===== src/rtl/pll_ctrl_pkg.sv =====
// Shared types and defaults for the PLL lock supervisor.
package pll_ctrl_pkg;

  typedef enum logic [2:0] {
    S_RST,
    S_WAIT,
    S_STABLE,
    S_RUN,
    S_FAIL
  } pll_ctrl_state_e;

  localparam int unsigned RST_CYC_DEF      = 16;
  localparam int unsigned LOCK_STABLE_DEF  = 1024;
  localparam int unsigned LOCK_TIMEOUT_DEF = 65536;
  localparam int unsigned MAX_RETRY_DEF    = 7;

  // Bits needed to hold the value n (at least 1).
  function automatic int unsigned clog2w(input int unsigned n);
    int unsigned w;
    w = 1;
    for (int unsigned i = 1; i < 32; i++) begin
      if ((n >> i) != 0) w = i + 1;
    end
    return w;
  endfunction

endpackage


===== src/rtl/sync_2ff.sv =====
// Two-flop synchronizer with asynchronous active-low reset to zero.
module sync_2ff #(
  parameter int unsigned WIDTH = 1
) (
  input  logic             clk,
  input  logic             rst_n,
  input  logic [WIDTH-1:0] d,
  output logic [WIDTH-1:0] q
);

  logic [WIDTH-1:0] meta;

  always_ff @(posedge clk or negedge rst_n) begin
    if (!rst_n) begin
      meta <= '0;
      q    <= '0;
    end else begin
      meta <= d;
      q    <= meta;
    end
  end

endmodule


===== src/rtl/pll_lock_ctrl.sv =====
// PLL lock supervisor: resets the PLL, qualifies lock, releases the system
// reset, retries on timeout and parks in FAIL after a bounded number of attempts.
module pll_lock_ctrl
  import pll_ctrl_pkg::*;
#(
  parameter int unsigned RST_CYC      = RST_CYC_DEF,
  parameter int unsigned LOCK_STABLE  = LOCK_STABLE_DEF,
  parameter int unsigned LOCK_TIMEOUT = LOCK_TIMEOUT_DEF,
  parameter int unsigned MAX_RETRY    = MAX_RETRY_DEF
) (
  input  logic       clk,
  input  logic       rst_n,
  input  logic       pll_lock,
  input  logic       restart,
  output logic       pll_reset,
  output logic       sys_rst_n,
  output logic       locked,
  output logic       fail,
  output logic [7:0] relock_cnt
);

  localparam int unsigned CNT_MAX = (RST_CYC > LOCK_STABLE) ? RST_CYC : LOCK_STABLE;
  localparam int unsigned CW      = clog2w(CNT_MAX);
  localparam int unsigned TW      = clog2w(LOCK_TIMEOUT);
  localparam int unsigned RW      = clog2w(MAX_RETRY);

  pll_ctrl_state_e state, state_nxt;
  logic [CW-1:0]   cnt, cnt_nxt;
  logic [TW-1:0]   tmo, tmo_nxt;
  logic [RW-1:0]   retry, retry_nxt;
  logic [7:0]      relock_nxt;
  logic            timeout;
  logic            lock_s;

  sync_2ff #(.WIDTH(1)) u_lock_sync (
    .clk   (clk),
    .rst_n (rst_n),
    .d     (pll_lock),
    .q     (lock_s)
  );

  always_comb begin
    state_nxt  = state;
    cnt_nxt    = cnt;
    tmo_nxt    = tmo;
    retry_nxt  = retry;
    relock_nxt = relock_cnt;
    timeout    = 1'b0;

    if (state == S_WAIT || state == S_STABLE) begin
      tmo_nxt = tmo + 1'b1;
      timeout = (tmo_nxt == TW'(LOCK_TIMEOUT));
    end

    case (state)
      S_RST: begin
        if (cnt == CW'(RST_CYC - 1)) begin
          state_nxt = S_WAIT;
          cnt_nxt   = '0;
          tmo_nxt   = '0;
        end else begin
          cnt_nxt = cnt + 1'b1;
        end
      end
      S_WAIT: begin
        if (lock_s) begin
          state_nxt = S_STABLE;
          cnt_nxt   = CW'(1);
        end
      end
      S_STABLE: begin
        if (!lock_s) begin
          state_nxt = S_WAIT;
          cnt_nxt   = '0;
        end else if (cnt == CW'(LOCK_STABLE - 1)) begin
          state_nxt = S_RUN;
          cnt_nxt   = '0;
          retry_nxt = '0;
        end else begin
          cnt_nxt = cnt + 1'b1;
        end
      end
      S_RUN: begin
        if (!lock_s) begin
          state_nxt = S_RST;
          cnt_nxt   = '0;
          if (relock_cnt != 8'hFF) relock_nxt = relock_cnt + 8'd1;
        end
      end
      S_FAIL: begin
        if (restart) begin
          state_nxt = S_RST;
          cnt_nxt   = '0;
          retry_nxt = '0;
        end
      end
      default: begin
        state_nxt = S_RST;
        cnt_nxt   = '0;
      end
    endcase

    // Timeout overrides whatever the per-state logic decided, including RUN entry.
    if (timeout) begin
      cnt_nxt = '0;
      tmo_nxt = '0;
      if (retry == RW'(MAX_RETRY)) begin
        state_nxt = S_FAIL;
        retry_nxt = retry;
      end else begin
        state_nxt = S_RST;
        retry_nxt = retry + 1'b1;
      end
    end
  end

  always_ff @(posedge clk or negedge rst_n) begin
    if (!rst_n) begin
      state      <= S_RST;
      cnt        <= '0;
      tmo        <= '0;
      retry      <= '0;
      relock_cnt <= '0;
      pll_reset  <= 1'b1;
      sys_rst_n  <= 1'b0;
      locked     <= 1'b0;
      fail       <= 1'b0;
    end else begin
      state      <= state_nxt;
      cnt        <= cnt_nxt;
      tmo        <= tmo_nxt;
      retry      <= retry_nxt;
      relock_cnt <= relock_nxt;
      pll_reset  <= (state_nxt == S_RST) || (state_nxt == S_FAIL);
      sys_rst_n  <= (state_nxt == S_RUN);
      locked     <= (state_nxt == S_RUN);
      fail       <= (state_nxt == S_FAIL);
    end
  end

endmodule


===== config.mk =====
export PLATFORM = sky130hd
export DESIGN_NAME = pll_lock_ctrl
export DESIGN_NICKNAME = d
export VERILOG_FILES = /design/src/rtl/pll_ctrl_pkg.sv /design/src/rtl/sync_2ff.sv /design/src/rtl/pll_lock_ctrl.sv
export SDC_FILE = /design/constraint.sdc
export NUM_CORES = 1
export LEC_CHECK = 0
export ABC_AREA = 1
export CAP_MARGIN = 20
export CORE_MARGIN = 2
export CORE_UTILIZATION = 55
export CTS_BUF_LIST = sky130_fd_sc_hd__clkbuf_8 sky130_fd_sc_hd__clkbuf_16
export DETAILED_ROUTE_END_ITERATION = 8
export GPL_TIMING_DRIVEN = 1
export PLACE_DENSITY_LB_ADDON = 0.15
export SKIP_LAST_GASP = 1
export SYNTH_ARGS = -nofsm -noshare
export SYNTH_HDL_FRONTEND = slang
export SYNTH_HIERARCHICAL = 1
export SYNTH_SLANG_ARGS = --single-unit

===== constraint.sdc =====
create_clock -name clk -period 2.9 [get_ports clk]
set_input_delay 0.29 -clock clk [delete_from_list [all_inputs] [get_ports clk]]
set_output_delay 0.29 -clock clk [all_outputs]
set_load 0.01 [all_outputs]

==> results_dict.tcl <==
set metrics [dict create \
    yosys_warnings 6 \
    drv_slew 0 \
    crit_arrival_ns 2.36 \
    dr.pass1.iters 4 \
    grt_pass1_vias 2474 \
    worstSetupStartpointType "flop" \
    synth_cell_type_count 33 \
    p_int_uw 1527 \
    tns_ns 0 \
    crit_type "flop to flop" \
    cts_tree "yes" \
    pre_cts_ws_ns 0.7219 \
    clk_latency_ns 0.31 \
    fin_crit_ns 2.168 \
    grt_pass1_wl_um 10870 \
    syn_nets 396 \
    wl_um 6166 \
    clkTransAtPathRegs_ns 0.09 \
    viasPerCell 5.273 \
    required_ns 3.09 \
    sw_frac_of_total 0.4453 \
    placed_cell_area_sq_um 3082 \
    finalClockSkew_ns 0.01516 \
    worst_slack_ns 0.7317 \
    overflow 0 \
    gp_congestion 0.8547 \
    p_per_area_nw_per_um2 854.7 \
    synth.largest_area_cell "dfrtp_1" \
    ant_nets 0 \
    status "complete, no violations" \
    synth-async-reset-ratio 1.000 \
    synth_flop_cell "dfrtp_1" \
    synthTopCellsByArea "dfrtp_1 (40%), nand2_1 (12%), nor2_1 (6.7%)" \
    drt-initial-drc-count 157 \
    core_region_area_sq_um 5075 \
    synth.most_common_cell "nand2_1" \
    p_clk_frac 0.173 \
    synth_edf_count 0 \
    syn_area_sq_um 2872 \
    final_hold_viol_count 0 \
    crit_fanout 17 \
    ys_top_cells_by_count "nand2_1 (91), nor2_1 (51), inv_1 (48)" \
    slew_headroom 0.6739 \
    synth.avg_cell_area_sq_um 7.439 \
    die-area_sq_um 5815 \
    placementRows 26 \
    cts.root.buffer_cell "clkbuf_8" \
    maxCapViolCount 0 \
    yosys.area.top_type_share 0.4009 \
    ctsHtreeMaxLevel 2 \
    rsz0062_at_grt "false" \
    fmax_mhz 461.2 \
    layout.nets 416 \
    dp_hpwl_um 4650 \
    diodes 0 \
    worst-slew-pin-transition_ns 0.4846 \
    whs_ns 0.3602 \
    grt_usage 0.2316 \
    power_frac_seq 0.375 \
    power_frac_comb 0.452 \
    vdd_drop_max_v 0.0004413 \
    grt_antenna_before_repair 0 \
    num_vias 2515 \
    grt_max_degree 48 \
    power.leakage_uw 0.001565 \
    power_switching_uw 1226 \
    yosysSeqAreaShare 0.4100 \
    cts_buffer_depth 2 \
    period_share 0.7477 \
    die_h_um 76.26 \
    start_util 0.5658 \
    hold_class "flop to flop" \
    synthCells 386 \
    cts_inserted_buffers 5 \
    end_kind "flop" \
    io_pins 16 \
    wire_per_inst_um 12.93 \
    clock-sinks 47 \
    design_area_sq_um 3222 \
    syn2layout_area_growth_pct 12.20 \
    io_buffers 15 \
    drc 0 \
    drive_above_1_share 0.08108 \
    synth_seq_cells 47 \
    dieWidth_um 76.26 \
    setup_viol 0 \
]
-- worst paths after layout --
check                                 startpoint             to  slack, ns  cells past startpoint
worst max-delay path                      tmo[0]       retry[0]       0.73                     14
worst min-delay path            u_lock_sync/meta  u_lock_sync/q       0.36                      0
worst max register to register            tmo[0]       retry[0]       0.73                     14
worst min register to register  u_lock_sync/meta  u_lock_sync/q       0.36                      0
max in group asynchronous                  rst_n      pll_reset       1.96                      3
min in group asynchronous                  rst_n         tmo[7]       0.37                      2
-- cell families (layout without fill, tap and decap cells) --
logic type,after synthesis,in the layout,synth area share
AND/OR/NAND/NOR,220,220,0.3538
multiplexers,1,1,0.003921
buffers and inverters,58,79,0.08104
AO/OA/AOI/OAI,41,41,0.08540
adder cells (fa/ha/maj),6,6,0.02614
XOR/XNOR,13,13,0.03965
flip-flops,47,47,0.4100
-- metal layers --
metal / track usage / vias up / routed length [um]
met1: 0.3030 / 1149 / 2804
met2: 0.3805 / 48 / 3009
met5: 0 / - / 0
met4: 0.1018 / 0 / 133
met3: 0.03791 / 12 / 218
li1: - / 1306 / -
-- per-stage QoR --
| step | cells | util | total power [uW] |
|---|---|---|---|
| after floorplan | 386 | - | 1974 |
| after global placement | 467 | 0.6072 | 2254 |
| after detailed placement | 467 | 0.6072 | 2279 |
| after CTS | 475 | 0.6289 | 2763 |
| after global routing | 477 | 0.6349 | 3004 |
| final | 477 | 0.6349 | 2754 |
-- state kept, by name, summed over array words and instances, names as in the netlist --
| register | count |
|---|---|
| state | 3 |
| tmo | 17 |
| cnt | 11 |
| retry | 3 |
| fail | 1 |
| locked | 1 |
| relock_cnt | 8 |
| u_lock_sync/q | 1 |
| u_lock_sync/meta | 1 |
| pll_reset | 1 |
-- critical path, stage by stage, from the launching register on --
cell and delay (ns):
dfrtp_1 0.43, ha_1 0.26, nand2_1 0.11, nor2_4 0.19, nand2_2 0.08, nor2_2 0.11
nand3b_1 0.11, nand2_2 0.13, nand2_1 0.09, nor2_4 0.12, nand2_4 0.13, nand2_1 0.10
nand3_2 0.08, nand2_1 0.08, nand2_1 0.04
-- power groups by stage --
stage	registers, uW	logic, uW	clock network (uW)
floorplan	993	981	0
global placement	1040	1220	0
detailed placement	1040	1240	0
CTS	1030	1240	492
global route	1060	1430	515
finish	1030	1240	478
-- layout by cell type (no fill, tap or decap), types with 6 or more instances in the layout --
cell type and instances:
a21oi_1 9, nand4_1 14, a211oi_1 9, o21ai_1 8, nand3_1 30, nor3_1 9
o21ai_0 6, dfrtp_1 46, clkdlybuf4s50_1 14, xor2_1 10, nand2_1 91, nor2_1 51
ha_1 6, inv_1 49
-- timing repair --
action,in CTS,in global routing
hold buffers,0,1
endpoints found under the hold margin,0,9
setup buffers,0,0
resized for setup,0,0
-- area by class of cell --
cell class / count / area (sq um)
Tap cell: 70 / 87.58
Clock inverter: 3 / 41.29
Fill cell: 474 / 1853
Multi-Input combinational cell: 281 / 1461
Sequential cell: 47 / 1177
Timing Repair Buffer: 19 / 190.2
Inverter: 52 / 195.2
Clock buffer: 5 / 68.82
Note: power is estimated with default switching activity, not from simulation.
